### config.mk
export PLATFORM = sky130hd
export DESIGN_NAME = exe_stage
export DESIGN_NICKNAME = d
export VERILOG_FILES = /design/src/rtl/exe_stage.sv
export SDC_FILE = /design/constraint.sdc
export NUM_CORES = 1
export LEC_CHECK = 0
export ABC_AREA = 0
export BUFFER_PORTS_ARGS = -buffer_cell sky130_fd_sc_hd__buf_2
export CORE_MARGIN = 5
export CORE_UTILIZATION = 29
export DETAILED_ROUTE_END_ITERATION = 8
export GPL_TIMING_DRIVEN = 0
export PLACE_DENSITY_LB_ADDON = 0.15
export SYNTH_ARGS = -nofsm -noshare
export SYNTH_HDL_FRONTEND = slang
export SYNTH_SLANG_ARGS = --single-unit
### constraint.sdc
create_clock -name CLK -period 5.6 [get_ports CLK]
set_clock_uncertainty 0.2 [all_clocks]
set_input_delay 0 -clock CLK [delete_from_list [all_inputs] [get_ports CLK]]
set_output_delay 0 -clock CLK [all_outputs]
set_load 0.005 [all_outputs]
### src/rtl/exe_stage.sv
// Execute stage of the five-stage RISC-V pipeline.
// It computes the ALU result, resolves branches and jumps, and registers
// the result into the EX/MEM latch. It also drives the PC redirect and the
// pipeline stall.
// Optional feature macro: EXE_FORWARD_EN. When it is defined, rs1/rs2 are
// forwarded from EX/MEM and from writeback.

package cpu_types_pkg;
   typedef logic [31:0] word_t;
   typedef enum logic [3:0] {
      ALU_SLL  = 4'd0,
      ALU_SRL  = 4'd1,
      ALU_SRA  = 4'd2,
      ALU_ADD  = 4'd3,
      ALU_SUB  = 4'd4,
      ALU_AND  = 4'd5,
      ALU_OR   = 4'd6,
      ALU_XOR  = 4'd7,
      ALU_SLT  = 4'd8,
      ALU_SLTU = 4'd9
   } aluop_t;
endpackage

module exe_stage
   import cpu_types_pkg::*;
(
   input  logic        CLK,
   input  logic        RST,
   input  logic        ihit,
   input  logic        dhit,
   input  logic        flush_in,
   input  logic [31:0] imemaddr_exe,
   input  logic [31:0] imemload_exe,
   input  logic [31:0] rdat1_exe,
   input  logic [31:0] rdat2_exe,
   input  logic [31:0] imm_exe,
   input  aluop_t      alu_op_exe,
   input  logic        branch_exe,
   input  logic        jal_exe,
   input  logic        jalr_exe,
   input  logic        auipc_exe,
   input  logic        lui_exe,
   input  logic        ALUsrc_exe,
   input  logic        dmemr_exe,
   input  logic        dmemw_exe,
   input  logic        WEN_exe,
   input  logic        memtoreg_exe,
   input  logic        halt_exe,
   input  logic        wb_WEN,
   input  logic [4:0]  wb_rd,
   input  logic [31:0] wb_data,
   output logic        pc_redirect,
   output logic [31:0] redirect_target,
   output logic        stall,
   output logic [31:0] aluout_mem,
   output logic [31:0] storedata_mem,
   output logic [31:0] npc_mem,
   output logic [31:0] imemaddr_mem,
   output logic [4:0]  rd_mem,
   output logic        dmemREN,
   output logic        dmemWEN,
   output logic        WEN_mem,
   output logic        memtoreg_mem,
   output logic        jump_mem,
   output logic        halt_mem
);

   // ALU: the comparisons and the arithmetic shift are explicitly signed
   function automatic word_t alu_f(input aluop_t op, input word_t a, input word_t b);
      logic signed [31:0] sa;
      logic signed [31:0] sb;
      word_t              r;
      sa = a;
      sb = b;
      r  = '0;
      case (op)
         ALU_ADD:  r = a + b;
         ALU_SUB:  r = a - b;
         ALU_SLL:  r = a << b[4:0];
         ALU_SRL:  r = a >> b[4:0];
         ALU_SRA:  r = word_t'(sa >>> b[4:0]);
         ALU_SLT:  r = {31'd0, (sa < sb)};
         ALU_SLTU: r = {31'd0, (a < b)};
         ALU_AND:  r = a & b;
         ALU_OR:   r = a | b;
         ALU_XOR:  r = a ^ b;
         default:  r = '0;
      endcase
      return r;
   endfunction

   // Branch condition selected by funct3; unused encodings are never taken
   function automatic logic br_cond_f(input logic [2:0] f3, input word_t a, input word_t b);
      logic signed [31:0] sa;
      logic signed [31:0] sb;
      logic               c;
      sa = a;
      sb = b;
      c  = 1'b0;
      case (f3)
         3'b000:  c = (a == b);
         3'b001:  c = (a != b);
         3'b100:  c = (sa < sb);
         3'b101:  c = (sa >= sb);
         3'b110:  c = (a < b);
         3'b111:  c = (a >= b);
         default: c = 1'b0;
      endcase
      return c;
   endfunction

   word_t       rs1_p0;
   word_t       rs2_p0;
   word_t       opa_p0;
   word_t       opb_p0;
   word_t       alu_p0;
   word_t       jalr_sum_p0;
   logic        cond_p0;
   logic        mem_busy;
   logic        advance;
   logic        unused_bits;

`ifdef EXE_FORWARD_EN
   logic [4:0]  rs1_idx;
   logic [4:0]  rs2_idx;

   assign rs1_idx = imemload_exe[19:15];
   assign rs2_idx = imemload_exe[24:20];

   // Operand forwarding: a non-load EX/MEM result wins over writeback; x0 is never forwarded
   always_comb begin
      rs1_p0 = rdat1_exe;
      rs2_p0 = rdat2_exe;
      if (WEN_mem && !memtoreg_mem && (rd_mem == rs1_idx) && (rs1_idx != 5'd0))
         rs1_p0 = aluout_mem;
      else if (wb_WEN && (wb_rd == rs1_idx) && (rs1_idx != 5'd0))
         rs1_p0 = wb_data;
      if (WEN_mem && !memtoreg_mem && (rd_mem == rs2_idx) && (rs2_idx != 5'd0))
         rs2_p0 = aluout_mem;
      else if (wb_WEN && (wb_rd == rs2_idx) && (rs2_idx != 5'd0))
         rs2_p0 = wb_data;
   end

   assign unused_bits = ^{imemload_exe[31:25], imemload_exe[6:0]};
`else
   assign rs1_p0      = rdat1_exe;
   assign rs2_p0      = rdat2_exe;
   assign unused_bits = ^{imemload_exe[31:15], imemload_exe[6:0], wb_WEN, wb_rd, wb_data};
`endif

   // Operand selection and ALU evaluation for the instruction in EX
   always_comb begin
      opa_p0 = rs1_p0;
      if (auipc_exe)
         opa_p0 = imemaddr_exe;
      else if (lui_exe)
         opa_p0 = '0;
      opb_p0 = (ALUsrc_exe || lui_exe || auipc_exe) ? imm_exe : rs2_p0;
      alu_p0 = alu_f(alu_op_exe, opa_p0, opb_p0);
   end

   assign cond_p0     = br_cond_f(imemload_exe[14:12], rs1_p0, rs2_p0);
   assign jalr_sum_p0 = rs1_p0 + imm_exe;

   // An outstanding memory request holds the pipe until dhit; a halt freezes it for good
   assign mem_busy = (dmemREN || dmemWEN) && !dhit;
   assign stall    = !ihit || mem_busy;
   assign advance  = !stall && !halt_mem;

   // Redirect target: the jalr sum has its LSB cleared; branch and jal are PC-relative
   always_comb begin
      redirect_target = imemaddr_exe + imm_exe;
      if (jalr_exe)
         redirect_target = {jalr_sum_p0[31:1], 1'b0};
      pc_redirect = advance && (jal_exe || jalr_exe || (branch_exe && cond_p0));
   end

   // ---- EX -> MEM boundary: load, bubble, retire the one-shot request, or hold ----
   always_ff @(posedge CLK or posedge RST) begin
      if (RST) begin
         aluout_mem    <= '0;
         storedata_mem <= '0;
         npc_mem       <= '0;
         imemaddr_mem  <= '0;
         rd_mem        <= '0;
         dmemREN       <= 1'b0;
         dmemWEN       <= 1'b0;
         WEN_mem       <= 1'b0;
         memtoreg_mem  <= 1'b0;
         jump_mem      <= 1'b0;
         halt_mem      <= 1'b0;
      end else if (advance) begin
         if (flush_in) begin
            aluout_mem    <= '0;
            storedata_mem <= '0;
            npc_mem       <= '0;
            imemaddr_mem  <= '0;
            rd_mem        <= '0;
            dmemREN       <= 1'b0;
            dmemWEN       <= 1'b0;
            WEN_mem       <= 1'b0;
            memtoreg_mem  <= 1'b0;
            jump_mem      <= 1'b0;
            halt_mem      <= 1'b0;
         end else begin
            aluout_mem    <= alu_p0;
            storedata_mem <= rs2_p0;
            npc_mem       <= imemaddr_exe + 32'd4;
            imemaddr_mem  <= imemaddr_exe;
            rd_mem        <= imemload_exe[11:7];
            dmemREN       <= dmemr_exe;
            dmemWEN       <= dmemw_exe;
            WEN_mem       <= WEN_exe;
            memtoreg_mem  <= memtoreg_exe;
            jump_mem      <= jal_exe || jalr_exe;
            halt_mem      <= halt_exe;
         end
      end else if (dhit && !halt_mem) begin
         dmemREN <= 1'b0;
         dmemWEN <= 1'b0;
      end
   end

endmodule

Yosys cells after proc, flatten, opt, wreduce, memory -nomap -nowiden:

Index checks and enable logic that the tools add are counted.
Widths: inputs -> output; s select.

* bits in registers: 139
* input bits: 218
* output and inout port bits: 173
* word-level logic and storage cells: 82

* $add $sub $neg: 5
* $lt $le $gt $ge: 6
* eq/ne operators: 16
* shift operators: 3
* mux-type cells: 20
* bitwise gates (word level): 3
* reductions and logical operators: 18

Operator list (count)
* $pmux 32 s10: 1
* $mux 32: 8
* $lt 32x32->1: 4
* $add 32x32->32: 3
* $ge 32x32->1: 2
* $add 32x3->32 const B: 1
* $and 32x32->32: 1
* $eq 32x32->1: 1
* $ne 32x32->1: 1
* $or 32x32->32: 1
* $shl 32x5->32: 1
* $shr 32x5->32: 1
* $sshr 32x5->32: 1
* $sub 32x32->32: 1
* $xor 32x32->32: 1
* $eq 4x3->1 const B: 4
* $eq 3x3->1 const B: 4
* $mux 1: 9
* $eq 4x2->1 const B: 2
* $eq 4x4->1 const B: 2
* $logic_or 1x1->1: 6
* $pmux 1 s6: 1
* $logic_and 1x1->1: 5
* $mux 5: 1
* 6 further kinds: 9

Depth between registers and ports, before layout:

* depth after elaboration: 6
* mapped depth: 20
* mapped depth without buffers: 18

Worst setup path after synthesis:

Ideal clock, no wire load.

* path kind: input to register
* start: input auipc_exe
* end: register aluout_mem[28]
* setup time: 0.126 ns
* arrival time: 4.480 ns
* data required time: 5.274 ns
* path slack: 0.794 ns
* stages: 19
* buffers on the path: 5
* path through: buf_4 -> nor3_4 -> mux2i_1 -> clkbuf_1 -> clkbuf_1 -> clkbuf_1 -> ha_1 -> clkbuf_1 -> a21o_1 -> o2bb2ai_1 -> o211a_1 -> nor4b_4 -> a21oi_4 -> a311oi_4 -> o31ai_4 -> nor2_1 -> mux2i_1 -> o211ai_1 -> a221o_1

* longest elaborated chain between the ends: 5
* elaborated cells on any way between the ends: 13
* those cells by class: 2 x add/sub; 3 x shift; 4 x mux; 3 x bitwise; 1 x reduce/logical

RTL lines
* start, declared: line 41 `input logic auipc_exe,`
* $logic_or 1x1->1: line 158 `opb_p0 = (ALUsrc_exe || lui_exe || auipc_exe) ? imm_exe : rs2_p0;`
* $mux 32: line 158
* $sub 32x32->32 (tied with other cells): line 78 `ALU_SUB: r = a - b;`
* $pmux 32 s10 (*): line 76 `case (op)`
* $mux 32 (*): line 193 `if (flush_in) begin`
* end signal, assigned: line 206 `aluout_mem <= alu_p0;`
* end, declared: line 55 `output logic [31:0] aluout_mem,`

Mark *: on every way between the ends. The rest lies on a longest branch, timed or not.
A chain may end at the register's enable or synchronous reset.

Final worst setup path:

* start: input auipc_exe
* end: register aluout_mem[23]

The elaborated chain is that of the path after synthesis.

==> impl_metrics.tcl <==
set metrics [dict create \
    status "finished with violations" \
    violations "max-capacitance violations, max-slew violations" \
    reg2regPathDepth 8 \
    tns_ns 0 \
    clkLatencyLatePin_ns 0.48 \
    crit_end "aluout_mem[23]" \
    multiInputGateArea_um2 14700 \
    synth.distinct_cells 98 \
    viasPerCell 5.925 \
    cts.htree.levels 4 \
    worstSetupStartpointType "input pin" \
    path_class "in -> reg" \
    cts_sinks 137 \
    fillers 7187 \
    synth_warnings 0 \
    wl_per_cell_um 30.67 \
    die_x_um 267.7 \
    slew_headroom_pct -8.713 \
    worst_pin_slew_ns 1.590 \
    ys_ff_latch 137 \
    syn_to_final_growth_pct 22.04 \
    p_total_uw 5930 \
    end_kind "register" \
    min_period_over_period_pct 99.59 \
    antenna_found_initial 6 \
    final_hold_viol_count 0 \
    synth_edf_count 0 \
    rsz0062_at_grt "no" \
    period_needed_ns 5.577 \
    nets 3431 \
    report.final.slew_viol_count 4 \
    port_buffers 326 \
    ir_drop_uv 238.5 \
    initialDrtViolationCount 2348 \
    ff_latch_area_um2 3428 \
    synthFlopType "dfrtp_1" \
    grt_pass1_wl_um 166700 \
    grt_pass1_vias 22870 \
    first_pass_iters 7 \
    holdWs_ns 0.1022 \
    dieArea_um2 71660 \
    required_ns 5.74 \
    synth_area_um2 19260 \
    initial_utilization_pct 29.24 \
    drive_gt1_share_pct 16.15 \
    clk_pin_slew_ns 0.07 \
    reg2reg_from "dmemREN" \
    die-height_um 267.7 \
    r2r_slack_ns 0.45 \
    p_per_area_nw_per_um2 252.3 \
    drc 0 \
    drv_cap 2 \
    p_leak_uw 0.01105 \
    synth-async-reset-ratio_pct 100.0 \
    syn_nets 3005 \
    root_buffer "clkbuf_16" \
    synth-seq-area-share_pct 17.80 \
    timing.rr.end "imemaddr_mem[27]" \
    track_usage_pct 31.98 \
    cp.arrival_ns 5.72 \
    dpl.cell_count 3783 \
    syn_area_per_cell_um2 7.436 \
    clockBufferDepth 2 \
    clock.fmax_mhz 179.3 \
    cp-startpoint "auipc_exe" \
    dpl.hpwl_um 98000 \
    finalSetupViolCount 0 \
    grt_overflow 0 \
    fin_cells 3898 \
    core_area_um2 65860 \
    hold_path_class "in -> out" \
    rows 94 \
    whs_path_depth 3 \
    finalWirelength_um 119500 \
    syn_inst 2590 \
    vias 23100 \
    final_util_pct 35.68 \
    place_congestion 1.030 \
    cts_tree "built" \
    numCtsBuffers 17 \
    crit_fanout 12 \
    io_pins 391 \
    grt_max_degree 97 \
    ant_nets 0 \
]
==> through the flow <==
step           cell area (um2)  setup WS (ns)
2_1_floorplan            19260         0.7938
3_3_place_gp             21970         -2.517
3_5_place_dp             22040         -2.306
4_1_cts                  23470         0.1098
5_1_grt                  23500       0.002989
6_report                 23500        0.02281
==> power by group <==
part / switching, uW / internal, uW / leakage, uW / total, uW
clock network: 579 / 657 / 0.000277 / 1240
logic: 1890 / 1170 / 0.00898 / 3070
registers: 241 / 1380 / 0.00179 / 1630
==> worst max-delay path, stage by stage <==
cell	delay, ns
buf_2	0.14
buf_4	0.21
nor3_4	0.43
buf_4	0.21
mux2i_4	0.44
clkbuf_2	0.40
buf_2	0.36
buf_2	0.37
ha_1	0.31
nor2b_1	0.16
o221a_2	0.29
o31ai_2	0.35
o211ai_2	0.24
a31oi_2	0.41
o21ai_1	0.14
nand2_1	0.18
o221ai_1	0.22
a222oi_1	0.72
o21ai_1	0.11
==> routing by layer <==
layer,share of wire (%),global-route usage (%),vias up
li1,-,-,10320
met1,40,39.46,11410
met2,47,54.87,1113
met3,7.0,5.053,256
met4,5.5,14.75,0
met5,0,0,-
==> registers in the layout, summed over array words and instances, names as in the netlist <==
signal and flops:
storedata_mem 32, WEN_mem 1, jump_mem 1, aluout_mem 32, dmemWEN 1, imemaddr_mem 30
npc_mem 32, halt_mem 1, rd_mem 5, dmemREN 1, memtoreg_mem 1
==> cell usage after synthesis, types with 8 or more instances <==
cell | instances | area, um2
and3_1 | 19 | 118.9
mux2_2 | 48 | 540.5
a31oi_1 | 35 | 219.0
a22o_1 | 23 | 201.4
o21ai_0 | 221 | 1106
dfrtp_1 | 137 | 3428
nor2b_1 | 19 | 118.9
or2_2 | 8 | 50.05
a221o_1 | 14 | 140.1
nand3_1 | 60 | 300.3
nand2_1 | 302 | 1134
nor3_1 | 52 | 260.3
a211oi_1 | 51 | 382.9
o221ai_1 | 13 | 113.9
buf_1 | 23 | 86.33
o31ai_1 | 56 | 420.4
nor4_1 | 10 | 62.56
o21bai_1 | 18 | 135.1
a211o_1 | 8 | 70.07
a22oi_1 | 24 | 180.2
nor2_1 | 198 | 743.2
o211ai_1 | 22 | 165.2
o21a_1 | 15 | 112.6
a21oi_1 | 207 | 1036
xnor2_1 | 41 | 359.1
inv_1 | 139 | 521.8
a221oi_1 | 14 | 122.6
xor2_1 | 51 | 446.7
o22ai_1 | 22 | 137.6
and2_1 | 10 | 62.56
mux2i_1 | 121 | 1211
buf_2 | 15 | 75.07
or3_1 | 11 | 68.82
nand2b_1 | 61 | 381.6
nand4_1 | 22 | 137.6
a21o_1 | 67 | 503.0
clkbuf_1 | 116 | 435.4
ha_1 | 193 | 2415
==> worst min path at each step <==
stage,from,to,slack [ns]
4_1_cts,imemload_exe[8],rd_mem[1],0.1
5_1_grt,imm_exe[31],redirect_target[31],0.12
3_3_place_gp,halt_exe,halt_mem,0.02
3_5_place_dp,RST,npc_mem[25],-0.18
2_1_floorplan,imm_exe[31],redirect_target[31],-0.14
6_report,imm_exe[31],redirect_target[31],0.10
==> cells by family after synthesis <==
family	after synthesis	synth area share, %
compound gates	893	30.59
simple gates	794	18.94
buf+inv	306	6.250
fa+ha+maj	197	12.95
mux	171	9.271
flops	137	17.80
xor+xnor	92	4.184
==> final cells by class <==
class | instances | share of cell area [%]
clock buffer | 18 | 1.826
multi-input combinational | 2147 | 62.53
tap | 864 | 4.600
timing repair buffer | 411 | 10.61
clock inverter | 13 | 0.6229
antenna | 6 | 0.06388
buffer | 158 | 2.816
sequential | 137 | 14.59
inverter | 144 | 2.342
==> cells in the final DEF (no fill, tap or decap), types with 41 or more instances in the layout <==
master and n:
nand2b_1 61, a211oi_1 51, xnor2_1 41, ha_1 193, clkbuf_1 110, mux2i_1 118, a21oi_1 207, nand3_1 60
o21ai_0 221, buf_2 343, nand2_1 302, o31ai_1 54, xor2_1 51, mux2_2 48, dfrtp_1 137, inv_1 138
nor2_1 197, a21o_1 67, dlygate4sd3_1 80, nor3_1 50
==> what timing repair did <==
action,in CTS,in global routing
endpoints found under the hold margin,242,0
hold buffers,80,0
gates resized for setup,15,3
pin swaps,2,2
setup endpoints to repair,26,4
buffers inserted,0,2
Power figures use the tool's default switching activity.
